$ cat config.mk
export PLATFORM = sky130hd
export DESIGN_NAME = imem_loader
export DESIGN_NICKNAME = d
export VERILOG_FILES = /design/src/rtl/imem_loader_pkg.sv /design/src/rtl/imem_loader_byte_word_assembler.sv /design/src/rtl/imem_loader.sv
export SDC_FILE = /design/constraint.sdc
export NUM_CORES = 1
export LEC_CHECK = 0
export ABC_AREA = 1
export BUFFER_PORTS_ARGS = -buffer_cell sky130_fd_sc_hd__buf_4
export CORE_AREA = 5 5 122 124
export DETAILED_ROUTE_END_ITERATION = 8
export DIE_AREA = 0 0 127 129
export GPL_ROUTABILITY_DRIVEN = 0
export PLACE_DENSITY = 0.69
export SLEW_MARGIN = 10
export SYNTH_ARGS = -nofsm -noshare
export SYNTH_HDL_FRONTEND = slang
export SYNTH_SLANG_ARGS = --single-unit
$ cat constraint.sdc
create_clock -name clk -period 13.2 [get_ports clk]
set_input_delay 2.64 -clock clk [delete_from_list [all_inputs] [get_ports clk]]
set_output_delay 2.64 -clock clk [all_outputs]
set_load 0.05 [all_outputs]
$ cat src/rtl/imem_loader_pkg.sv
// Shared types and constants for the byte-stream instruction-memory loader.
package imem_loader_pkg;

    typedef enum logic [2:0] {
        HDR_LO = 3'd0,
        HDR_HI = 3'd1,
        LOAD   = 3'd2,
        RUN    = 3'd3,
        DONE   = 3'd4,
        ERR    = 3'd5
    } state_e;

    localparam int unsigned HDR_BYTES      = 2;
    localparam int unsigned BYTES_PER_WORD = 4;
    localparam int unsigned LANE_W         = 2;
    localparam int unsigned CNT_W          = 17;

endpackage

$ cat src/rtl/imem_loader_byte_word_assembler.sv
// Packs little-endian bytes into 32-bit words; word_valid fires with the 4th byte.
module byte_word_assembler
    import imem_loader_pkg::*;
(
    input  logic        clk,
    input  logic        rst,
    input  logic        i_accept,
    input  logic        i_clear,
    input  logic [7:0]  i_byte,
    output logic        o_word_valid_c,
    output logic [31:0] o_word_c
);

    logic [LANE_W-1:0] r_lane;
    logic [31:0]       r_shift;

    // Bytes enter at the top so the first byte ends up in bits 7:0.
    always_ff @(posedge clk or posedge rst) begin
        if (rst) begin
            r_lane  <= '0;
            r_shift <= '0;
        end else if (i_clear) begin
            r_lane  <= '0;
            r_shift <= '0;
        end else if (i_accept) begin
            r_lane  <= r_lane + LANE_W'(1);
            r_shift <= {i_byte, r_shift[31:8]};
        end
    end

    assign o_word_valid_c = i_accept && (r_lane == LANE_W'(BYTES_PER_WORD - 1));
    assign o_word_c       = {i_byte, r_shift[31:8]};

endmodule

$ cat src/rtl/imem_loader.sv
// Loads a framed program image into instruction memory, then runs the core for N+RUN_EXTRA cycles.
module imem_loader
    import imem_loader_pkg::*;
#(
    parameter int unsigned ADDR_W    = 10,
    parameter int unsigned RUN_EXTRA = 1
) (
    input  logic              clk,
    input  logic              reset,
    input  logic              in_valid,
    input  logic [7:0]        in_data,
    output logic              in_ready,
    output logic              imem_we,
    output logic [ADDR_W-1:0] imem_addr,
    output logic [31:0]       imem_wdata,
    output logic              core_reset_n,
    output logic              running,
    output logic              done,
    output logic              err,
    output logic [15:0]       word_count
);

    localparam int unsigned CAPACITY = 1 << ADDR_W;

    state_e            r_state;
    state_e            w_state_next;
    logic              w_accept;
    logic              w_asm_accept;
    logic              w_clear;
    logic              w_word_valid;
    logic              w_last_word;
    logic [31:0]       w_word;
    logic [15:0]       w_hdr_n;
    logic [7:0]        r_hdr_lo;
    logic [CNT_W-1:0]  r_index;
    logic [CNT_W-1:0]  r_run_cnt;

    logic              r_imem_we;
    logic [ADDR_W-1:0] r_imem_addr;
    logic [31:0]       r_imem_wdata;
    logic              r_core_reset_n;
    logic              r_running;
    logic              r_done;
    logic              r_err;
    logic [15:0]       r_word_count;

    assign in_ready     = (r_state != RUN) && (r_state != ERR);
    assign w_accept     = in_valid && in_ready;
    assign w_hdr_n      = {in_data, r_hdr_lo};
    assign w_asm_accept = w_accept && (r_state == LOAD);
    assign w_clear      = w_accept && (r_state == HDR_HI);
    assign w_last_word  = w_word_valid &&
                          ((r_index + CNT_W'(1)) == CNT_W'(r_word_count));

    byte_word_assembler u_asm (
        .clk            (clk),
        .rst            (reset),
        .i_accept       (w_asm_accept),
        .i_clear        (w_clear),
        .i_byte         (in_data),
        .o_word_valid_c (w_word_valid),
        .o_word_c       (w_word)
    );

    always_ff @(posedge clk or posedge reset) begin
        if (reset) r_state <= HDR_LO;
        else       r_state <= w_state_next;
    end

    always_comb begin
        w_state_next = r_state;
        case (r_state)
            HDR_LO: if (w_accept) w_state_next = HDR_HI;
            HDR_HI: begin
                if (w_accept) begin
                    if (w_hdr_n == 16'd0)              w_state_next = DONE;
                    else if (32'(w_hdr_n) > CAPACITY)  w_state_next = ERR;
                    else                               w_state_next = LOAD;
                end
            end
            LOAD:   if (w_last_word) w_state_next = RUN;
            RUN:    if (r_run_cnt == '0) w_state_next = DONE;
            DONE:   if (w_accept) w_state_next = HDR_HI;
            ERR:    w_state_next = ERR;
            default: w_state_next = HDR_LO;
        endcase
    end

    // Core release is gated on staying in RUN so it rises a cycle after the final write
    // and falls on the same edge that raises done.
    always_ff @(posedge clk or posedge reset) begin
        if (reset) begin
            r_hdr_lo       <= '0;
            r_index        <= '0;
            r_run_cnt      <= '0;
            r_imem_we      <= 1'b0;
            r_imem_addr    <= '0;
            r_imem_wdata   <= '0;
            r_core_reset_n <= 1'b0;
            r_running      <= 1'b0;
            r_done         <= 1'b0;
            r_err          <= 1'b0;
            r_word_count   <= '0;
        end else begin
            r_imem_we      <= w_word_valid;
            r_core_reset_n <= (r_state == RUN) && (w_state_next == RUN);
            r_running      <= (r_state == RUN) && (w_state_next == RUN);
            r_done         <= (w_state_next == DONE);
            r_err          <= (w_state_next == ERR);

            if (w_accept && ((r_state == HDR_LO) || (r_state == DONE)))
                r_hdr_lo <= in_data;

            if (w_clear) begin
                r_word_count <= w_hdr_n;
                r_index      <= '0;
            end else if (w_word_valid) begin
                r_imem_addr  <= ADDR_W'(r_index);
                r_imem_wdata <= w_word;
                r_index      <= r_index + CNT_W'(1);
            end

            if (w_last_word)
                r_run_cnt <= CNT_W'(r_word_count) + CNT_W'(RUN_EXTRA);
            else if ((r_state == RUN) && (r_run_cnt != '0))
                r_run_cnt <= r_run_cnt - CNT_W'(1);
        end
    end

    assign imem_we      = r_imem_we;
    assign imem_addr    = r_imem_addr;
    assign imem_wdata   = r_imem_wdata;
    assign core_reset_n = r_core_reset_n;
    assign running      = r_running;
    assign done         = r_done;
    assign err          = r_err;
    assign word_count   = r_word_count;

endmodule

==> flow_summary.json, run 1 <==
{
  "netlist_instances": 806,
  "leakage_uw": 0.00387,
  "timing.critical_path.from": "in_valid",
  "remaining_drc_errors": 0,
  "synth_seq_area_share_pct": 50.2,
  "die_y_um": 129,
  "use_met3_pct": 4.65,
  "num-nets-final": 889,
  "globalRouteMet1Util_pct": 26.2,
  "path_clk_slew_ns": 0.06,
  "cts_tree": "yes",
  "coreArea_mm2": 0.0137,
  "syn-num-nets": 821,
  "post_drt_wl_per_cell_um": 14.8,
  "avgViaCountPerCell": 5.13,
  "grt_pass1_wl_um": 26400,
  "finalHoldWorstSlack_ns": 0.479,
  "synth.top_cells.by_area": "sky130_fd_sc_hd__dfrtp_1 (50%), sky130_fd_sc_hd__nand2_1 (13%), sky130_fd_sc_hd__o21ai_0 (5.9%)",
  "timing.final.crit_period_ns": 4.69,
  "power.sequential.fraction_pct": 37.2,
  "timing_hold_violations_final": 0,
  "detail_route.first_pass.iterations": 5,
  "switching_power_uw": 600,
  "ff2ff_path_depth": 12,
  "timing.fmax_ghz": 0.213,
  "biggest_fanout_along_the_worst_timing_path": 37,
  "grt_max_degree": 88,
  "setup_repair_after_global_routing_missed_its_margin": "false",
  "port_buffers": 74,
  "fillerInstances": 1254,
  "ioPinCount": 75,
  "num_rows": 43,
  "post_synth_top_area_cell": "sky130_fd_sc_hd__dfrtp_1",
  "postRouteWirelength_um": 15800,
  "max-slew-margin-rel_pct": 30.8,
  "route.antenna.remaining_nets": 0,
  "area_delta_synth_final_pct": 19.8,
  "use_met2_pct": 34.0,
  "worstPathCellList": "buf_4, inv_1, nor2_2, nand2_2, nor2_4, nand3_1, nor2_2, nand3_2, nor2_8, nand2_8, inv_4, nand2_1, nand2_1, nand2_1",
  "synth_top_cell_area_share_pct": 50.2,
  "final_min_period_over_clock_period_pct": 35.6,
  "swShare_pct": 38.5,
  "post_cts_setup_repair_bufs": 0,
  "syn_avg_cell_area_um2": 8.23,
  "totalNegativeSetupSlack_ns": 0,
  "synth.lib_cells_used.distinct": 39,
  "critical_path.most_common_cell": "sky130_fd_sc_hd__nand2_1",
  "grt_remaining_overflow": 0,
  "post-dp-hpwl_um": 11000,
  "timing.critical_path.slowest_stage_cell": "sky130_fd_sc_hd__nor2_4",
  "cp_slowest_stage_delay_ns": 0.47,
  "cts.sinks": 133,
  "post_synth_instance_area_mm2": 0.00664,
  "grt_use_total_pct": 20.1,
  "numCtsBuffers": 17,
  "kind_of_path_behind_the_tightest_hold_check": "flip-flop to flip-flop",
  "post_cts_resized": 0,
  "timing.critical_path.from_type": "primary input",
  "ys_warn_count": 0,
  "layout.cells.most_common_list": "sky130_fd_sc_hd__nand2_1 (221), sky130_fd_sc_hd__dfrtp_1 (133), sky130_fd_sc_hd__inv_1 (86), sky130_fd_sc_hd__o21ai_0 (78), sky130_fd_sc_hd__buf_4 (78)",
  "timing_max_transition_violations_final": 0,
  "clock-root-buffer": "sky130_fd_sc_hd__clkbuf_16",
  "cts_hold_buffers": 0,
  "combinationalPowerShare_pct": 29.6,
  "r2r-start": "r_state[2]",
  "vias": 5473,
  "setup_viol": 0,
  "p_int_uw": 958,
  "run_status": "complete, no violations",
  "maxCapViolations": 0,
  "crit_type": "primary input to flip-flop",
  "endpoint_kind": "flip-flop",
  "clock_tree.htree_level_count": 4,
  "clk_lat_worst_skew_ns": 0.42,
  "chipWidth_um": 127,
  "cts_buffer_depth": 2,
  "critical_path_arrival_ns": 5.00,
  "finalClockSkew_ns": 0.00757,
  "power.ir.vdd_worst_v": 0.000165,
  "drive_gt1_share_pct": 17.6,
  "most_frequent_standard_cell_in_the_layout_excluding_fill_and_tap_cells": "sky130_fd_sc_hd__nand2_1",
  "worst-r2r-setup-slack_ns": 10.38,
  "initialDrtViolationCount": 410,
  "power_density_of_the_placed_cells_mw_per_mm2": 196,
  "global_route.peak_usage_layer": "met2",
  "antenna_found_initial": 0,
  "fin_util_pct": 58.2,
  "die_area_mm2": 0.0164,
  "via_count_of_the_first_global_routing_pass": 5327,
  "cp.required_ns": 13.51,
  "crit_path_end": "r_run_cnt[14]",
  "tightest_slew_ns": 1.04,
  "num_antenna_cells": 0,
  "initial_core_util_pct": 48.6,
  "r2r-end": "r_run_cnt[14]",
  "synth_seq_cells": 133,
  "power.share.clock_pct": 33.2
}
[critical path, delay by kind of cell]
kind / cells / cell delay, ns
buf+inv: 3 / 0.36
simple gates: 11 / 1.97
[worst min-delay path by stage]
| stage | start | endpoint | slack [ns] | depth (start not counted) |
|---|---|---|---|---|
| floorplan | u_asm.r_shift[8] | imem_wdata[0] | 0.45 | 2 |
| global placement | u_asm.r_shift[11] | imem_wdata[3] | 0.46 | 2 |
| detailed placement | imem_wdata[0] | imem_wdata[0] | 0.46 | 2 |
| CTS | imem_wdata[0] | imem_wdata[0] | 0.48 | 2 |
| global route | imem_wdata[0] | imem_wdata[0] | 0.50 | 2 |
| finish | imem_wdata[0] | imem_wdata[0] | 0.48 | 2 |
[power groups by stage]
stage	clock, uW	combinational [uW]	sequential (uW)
3_5_place_dp	0	463	585
5_1_grt	541	515	589
4_1_cts	524	466	579
2_1_floorplan	0	282	633
3_3_place_gp	0	457	585
6_report	517	462	579
[kinds of logic (layout without fill, tap and decap cells)]
logic type / count (synthesis) / in the layout / share of synthesized area, %
and+or+nand+nor: 390 / 390 / 26.3
DFF: 133 / 133 / 50.2
xor gates and xnor gates: 31 / 31 / 4.51
buffers and inverters: 121 / 202 / 7.50
adders and majority gates: 4 / 4 / 0.754
AOI/OAI and AO/OA: 127 / 127 / 10.8
[Yosys cell counts (all sizes together)]
library cell  count
nand3            66
buf              11
o21ai            94
dfrtp           133
xor2             21
o21a              1
o22ai            28
xnor3             2
ha                4
inv              90
nor4              2
clkbuf           18
or2               3
xnor2             8
clkinv            2
nand3b            1
o31ai             1
nand2           237
nor3              9
nand4            16
a21oi             3
nor2             56
[registers in the layout, indices dropped and copies added (netlist names)]
name / count
r_state: 3
imem_wdata: 32
imem_we: 1
u_asm.r_shift: 24
done: 1
r_hdr_lo: 8
u_asm.r_lane: 2
r_index: 17
imem_addr: 10
running: 1
err: 1
r_run_cnt: 17
word_count: 16
[cell type report]
class | instances | area (um^2) | share of cell area, %
well taps | 180 | 225 | 2.83
flip-flops and latches | 133 | 3330 | 41.9
clock inverters | 14 | 210 | 2.64
multi-input cells | 552 | 2810 | 35.3
inverters | 92 | 353 | 4.44
repair buffers | 78 | 586 | 7.36
clock buffers | 18 | 439 | 5.52
[per-layer routing]
layer,vias up,routed length (um)
met5,-,0
met4,0,227
met3,18,699
met2,109,7840
met1,2599,7000
li1,2747,-
[stage by stage]
stage | std cells | setup slack [ns] | total power, uW | instance area (um^2)
finish | 1067 | 8.51 | 1560 | 7950
CTS | 1067 | 8.47 | 1570 | 7950
global placement | 1035 | 8.09 | 1040 | 7300
floorplan | 806 | 7.01 | 915 | 6640
global route | 1067 | 8.19 | 1650 | 7950
detailed placement | 1035 | 8.04 | 1050 | 7300
Note: power is estimated with default switching activity, not from simulation.
==> run 2: changes to the inputs <==
==> constraint.sdc (replaced) <==
create_clock -name clk -period 4.5 [get_ports clk]
set_input_delay 0.9 -clock clk [delete_from_list [all_inputs] [get_ports clk]]
set_output_delay 0.9 -clock clk [all_outputs]
set_load 0.05 [all_outputs]
==> flow_summary.json, run 2 (synthesis gave the netlist of run 1 again) <==
{
  "final_min_period_over_clock_period_pct": 57.1,
  "r2r-end": "r_run_cnt[16]",
  "port_buffers": 74,
  "totalNegativeSetupSlack_ns": 0,
  "use_met3_pct": 4.61,
  "ioPinCount": 75,
  "design_power_total_uw": 4360,
  "global_route.peak_usage_layer": "met2",
  "hold-path-cell-count": 2,
  "clock_tree.htree_level_count": 4,
  "grt_remaining_overflow": 0,
  "num_antenna_cells": 0,
  "grt_pass1_wl_um": 26700,
  "postRouteWirelength_um": 16100,
  "most_frequent_standard_cell_in_the_layout_excluding_fill_and_tap_cells": "sky130_fd_sc_hd__nand2_1",
  "final_cell_area_mm2": 0.00788,
  "worstHoldStart": "u_asm.r_shift[13]",
  "post_cts_setup_repair_bufs": 0,
  "post-dp-hpwl_um": 11100,
  "setup_repair_after_global_routing_missed_its_margin": "false",
  "cts_buffer_depth": 2,
  "initialDrtViolationCount": 418,
  "kind_of_path_behind_the_tightest_hold_check": "flip-flop to flip-flop",
  "hold_path_end": "imem_wdata[5]",
  "use_met2_pct": 35.4,
  "timing_max_transition_violations_final": 0,
  "max-slew-margin-rel_pct": 46.1,
  "globalRouteMet1Util_pct": 26.4,
  "detail_route.first_pass.iterations": 5,
  "postLayoutSetupSlackWorst_ns": 1.93,
  "chipWidth_um": 127,
  "cts_tree": "yes",
  "worst-r2r-setup-slack_ns": 1.93,
  "die_area_mm2": 0.0164,
  "instances_no_fill": 1070,
  "timing_hold_violations_final": 0,
  "ff2ff_path_depth": 16,
  "coreArea_mm2": 0.0137,
  "setup_viol": 0,
  "cts_hold_buffers": 0,
  "route.antenna.remaining_nets": 0,
  "cts.sinks": 133,
  "timing.fmax_ghz": 0.389,
  "post_drt_wl_per_cell_um": 15.0,
  "remaining_drc_errors": 0,
  "die_y_um": 129,
  "num-nets-final": 892,
  "endpoint_kind": "flip-flop",
  "grt_max_degree": 87,
  "fillerInstances": 1257,
  "run_status": "complete, no violations",
  "r2r-start": "r_index[0]",
  "largest_register_ffs": 32,
  "grt_use_total_pct": 20.5,
  "clock-root-buffer": "sky130_fd_sc_hd__clkbuf_16",
  "biggest_fanout_along_the_worst_timing_path": 37,
  "cp.required_ns": 4.81,
  "layout.cells.most_common_list": "sky130_fd_sc_hd__nand2_1 (221), sky130_fd_sc_hd__dfrtp_1 (133), sky130_fd_sc_hd__inv_1 (86), sky130_fd_sc_hd__buf_4 (81), sky130_fd_sc_hd__o21ai_0 (78)",
  "power_density_of_the_placed_cells_mw_per_mm2": 554,
  "path_clk_slew_ns": 0.06,
  "finalClockSkew_ns": 0.0116,
  "vias": 5574,
  "drive_gt1_share_pct": 17.9,
  "post_cts_resized": 0,
  "power.ir.vdd_worst_v": 0.000431,
  "critical_path_arrival_ns": 2.88,
  "timing.final.crit_period_ns": 2.57,
  "crit_type": "flip-flop to flip-flop",
  "setup_slack_placement_ns": 1.61,
  "via_count_of_the_first_global_routing_pass": 5450,
  "placedCellCount": 1038,
  "maxCapViolations": 0,
  "timing.critical_path.from_type": "flip-flop",
  "antenna_found_initial": 0,
  "avgViaCountPerCell": 5.21,
  "num_rows": 43,
  "place_area_mm2": 0.00732,
  "tightest_slew_ns": 0.808,
  "numCtsBuffers": 17,
  "initial_core_util_pct": 48.6,
  "leakage_uw": 0.00384,
  "area_delta_synth_final_pct": 18.7,
  "clk_lat_worst_skew_ns": 0.42
}
[run 2: changes by cell type in the layout (fill, tap and decap cells not counted), sizes merged]
cell / change
clkinv: +3
clkinvlp: +1
bufinv: -4
buf: +3
[run 2: stage by stage]
| step | hold WS, ns | util [%] |
|---|---|---|
| final | 0.474 | 57.7 |
| after global routing | 0.496 | 57.7 |
| after CTS | 0.477 | 57.7 |
| after detailed placement | 0.466 | 53.6 |
| after global placement | 0.460 | 53.6 |
| after floorplan | 0.451 | - |
[run 2: critical path, stage by stage (launching register included)]
cell and delay (ns):
sky130_fd_sc_hd__dfrtp_1 0.45, sky130_fd_sc_hd__ha_1 0.23, sky130_fd_sc_hd__nand2_1 0.13, sky130_fd_sc_hd__nor2_4 0.20
sky130_fd_sc_hd__nand2_4 0.10, sky130_fd_sc_hd__nor2_1 0.11, sky130_fd_sc_hd__nand2_1 0.05, sky130_fd_sc_hd__nand2_1 0.09
sky130_fd_sc_hd__nand2_1 0.06, sky130_fd_sc_hd__nor2_1 0.16, sky130_fd_sc_hd__nand2_2 0.12, sky130_fd_sc_hd__nor2_8 0.15
sky130_fd_sc_hd__nand2_8 0.19, sky130_fd_sc_hd__inv_4 0.23, sky130_fd_sc_hd__nand2_1 0.08, sky130_fd_sc_hd__nand2_1 0.06
sky130_fd_sc_hd__nand2_1 0.04
[run 2: per-layer routing]
layer,wire length [um],up-vias
li1,-,2759
met1,7360,2695
met2,8050,104
met3,526,16
met4,157,0
met5,0,-
[run 2: where the power goes]
group / internal [uW] / leakage, uW / switching (uW)
registers: 1410 / 0.00179 / 288
clock network: 733 / 0.000268 / 566
logic: 441 / 0.00178 / 923
total: 2590 / 0.00384 / 1780
[run 2: final cells by class]
class | instances | area, um^2 | area share (%)
flip-flops and latches | 133 | 3330 | 42.2
multi-input cells | 552 | 2810 | 35.7
repair buffers | 81 | 608 | 7.72
clock buffers | 18 | 439 | 5.57
inverters | 92 | 353 | 4.48
well taps | 180 | 225 | 2.86
clock inverters | 14 | 116 | 1.48
[run 2: worst max-delay path by stage]
stage	startpoint	cells past startpoint	to	slack, ns
2_1_floorplan	reset	1	done	0.05
3_3_place_gp	in_valid	15	r_run_cnt[14]	1.66
3_5_place_dp	in_valid	15	r_run_cnt[16]	1.61
4_1_cts	r_index[0]	14	r_run_cnt[16]	1.94
5_1_grt	r_index[0]	14	r_run_cnt[16]	1.67
6_report	r_index[0]	16	r_run_cnt[16]	1.93
==> run 3: changes to the inputs <==
==> constraint.sdc (replaced) <==
create_clock -name clk -period 2.5 [get_ports clk]
set_input_delay 0.5 -clock clk [delete_from_list [all_inputs] [get_ports clk]]
set_output_delay 0.5 -clock clk [all_outputs]
set_load 0.05 [all_outputs]
==> flow_summary.json, run 3 (synthesis gave the netlist of run 1 again) <==
{
  "num_antenna_cells": 0,
  "final_cell_area_mm2": 0.00806,
  "switching_power_uw": 3170,
  "post_drt_wl_per_cell_um": 15.2,
  "cp.required_ns": 2.85,
  "endpoint_kind": "flip-flop",
  "power_density_of_the_placed_cells_mw_per_mm2": 1020,
  "use_met2_pct": 35.0,
  "setup_viol": 0,
  "finalHoldWorstSlack_ns": 0.266,
  "chipWidth_um": 127,
  "maxCapViolations": 0,
  "largest_register_ffs": 32,
  "setup_repair_after_global_routing_missed_its_margin": "false",
  "biggest_fanout_along_the_worst_timing_path": 28,
  "fin_util_pct": 59.0,
  "clock-root-buffer": "sky130_fd_sc_hd__clkbuf_16",
  "timing_max_transition_violations_final": 0,
  "num-nets-final": 901,
  "antenna_found_initial": 0,
  "power.ir.vdd_worst_v": 0.000680,
  "power.share.clock_pct": 31.2,
  "ioPinCount": 75,
  "tightest_slew_ns": 0.745,
  "final_min_period_over_clock_period_pct": 90.9,
  "initial_core_util_pct": 48.6,
  "run_status": "complete, no violations",
  "combinationalPowerShare_pct": 31.6,
  "most_frequent_standard_cell_in_the_layout_excluding_fill_and_tap_cells": "sky130_fd_sc_hd__nand2_1",
  "clock_tree.htree_level_count": 4,
  "remaining_drc_errors": 0,
  "num_rows": 43,
  "timing_hold_violations_final": 0,
  "area_delta_synth_final_pct": 21.4,
  "via_count_of_the_first_global_routing_pass": 5537,
  "timing.critical_path.from_type": "flip-flop",
  "die_area_mm2": 0.0164,
  "route.antenna.remaining_nets": 0,
  "timing.final.crit_period_ns": 2.27,
  "cts_hold_buffers": 0,
  "globalRouteMet1Util_pct": 28.0,
  "clk_lat_worst_skew_ns": 0.42,
  "grt_remaining_overflow": 0,
  "postRouteWirelength_um": 16400,
  "port_buffers": 74,
  "swShare_pct": 38.7,
  "max-slew-margin-rel_pct": 50.4,
  "cts_tree": "yes",
  "p_int_uw": 5030,
  "setup_slack_placement_ns": 0.217,
  "cts_buffer_depth": 2,
  "coreArea_mm2": 0.0137,
  "global_route.peak_usage_layer": "met2",
  "initialDrtViolationCount": 521,
  "vias": 5593,
  "grt_use_total_pct": 21.4,
  "numCtsBuffers": 17,
  "kind_of_path_behind_the_tightest_hold_check": "primary input to async pin",
  "use_met3_pct": 5.02,
  "critical_path_arrival_ns": 2.62,
  "timing.fmax_ghz": 0.440,
  "die_y_um": 129,
  "power.sequential.fraction_pct": 37.2,
  "path_clk_slew_ns": 0.06,
  "post-dp-hpwl_um": 11400,
  "grt_pass1_wl_um": 27800,
  "totalNegativeSetupSlack_ns": 0,
  "postLayoutSetupSlackWorst_ns": 0.228,
  "avgViaCountPerCell": 5.19,
  "detail_route.first_pass.iterations": 5,
  "leakage_uw": 0.00392,
  "layout.cells.most_common_list": "sky130_fd_sc_hd__nand2_1 (219), sky130_fd_sc_hd__dfrtp_1 (133), sky130_fd_sc_hd__buf_4 (87), sky130_fd_sc_hd__inv_1 (86), sky130_fd_sc_hd__o21ai_0 (78)",
  "drive_gt1_share_pct": 18.9,
  "grt_max_degree": 134,
  "cts.sinks": 133,
  "place_area_mm2": 0.00742,
  "crit_type": "flip-flop to flip-flop",
  "finalClockSkew_ns": 0.0112
}
[run 3: critical path, cell delays in order (launching register included)]
cell and delay (ns):
sky130_fd_sc_hd__dfrtp_1 0.42, sky130_fd_sc_hd__ha_2 0.23, sky130_fd_sc_hd__nand2_2 0.09, sky130_fd_sc_hd__nor2_4 0.19
sky130_fd_sc_hd__nand2_4 0.09, sky130_fd_sc_hd__nand2_2 0.07, sky130_fd_sc_hd__nand2_1 0.07, sky130_fd_sc_hd__nand2_1 0.06
sky130_fd_sc_hd__nand2_1 0.06, sky130_fd_sc_hd__nor2_2 0.11, sky130_fd_sc_hd__nand3_2 0.12, sky130_fd_sc_hd__nor2_8 0.19
sky130_fd_sc_hd__nand2_8 0.10, sky130_fd_sc_hd__buf_12 0.18, sky130_fd_sc_hd__o21ai_0 0.09, sky130_fd_sc_hd__nand2_1 0.07
sky130_fd_sc_hd__nand2_1 0.06
[run 3: worst paths after layout]
check                                    from              to  slack, ns  cells past startpoint
worst max-delay path               r_index[0]   r_run_cnt[16]       0.23                     16
worst max register to register     r_index[0]   r_run_cnt[16]       0.23                     16
max in group asynchronous               reset     r_hdr_lo[2]       1.66                      3
worst min-delay path                    reset    imem_addr[8]       0.27                      3
worst min register to register  imem_wdata[4]   imem_wdata[4]       0.47                      2
min in group clk                   in_data[5]  imem_wdata[29]       0.43                      3
[run 3: timing repair]
item | CTS | global route
gates resized for setup | 0 | 7
setup endpoints to repair | 0 | 13
buffers inserted | 0 | 1
[run 3: through the flow]
step	std cells	power [uW]
2_1_floorplan	806	4830
6_report	1078	8200
3_3_place_gp	1046	5590
5_1_grt	1078	8690
3_5_place_dp	1046	5640
4_1_cts	1077	8220
[run 3: power by group through the flow]
stage / clock [uW] / sequential [uW] / combinational, uW
floorplan: 0 / 3340 / 1490
global placement: 0 / 3050 / 2540
detailed placement: 0 / 3060 / 2580
CTS: 2590 / 3030 / 2600
global route: 2720 / 3100 / 2880
finish: 2560 / 3050 / 2590
[run 3: area by class of cell]
class | count | area (um^2)
tap | 180 | 225
clock inverter | 10 | 146
inverter | 92 | 354
timing repair buffer | 90 | 713
multi-input combinational | 552 | 2830
fill | 1219 | 5610
clock buffer | 21 | 460
sequential | 133 | 3330
[run 3: metal layers]
layer | up-vias | wire length [um]
met5 | - | 0
met4 | 0 | 277
met3 | 27 | 695
met2 | 128 | 8040
met1 | 2660 | 7370
li1 | 2778 | -
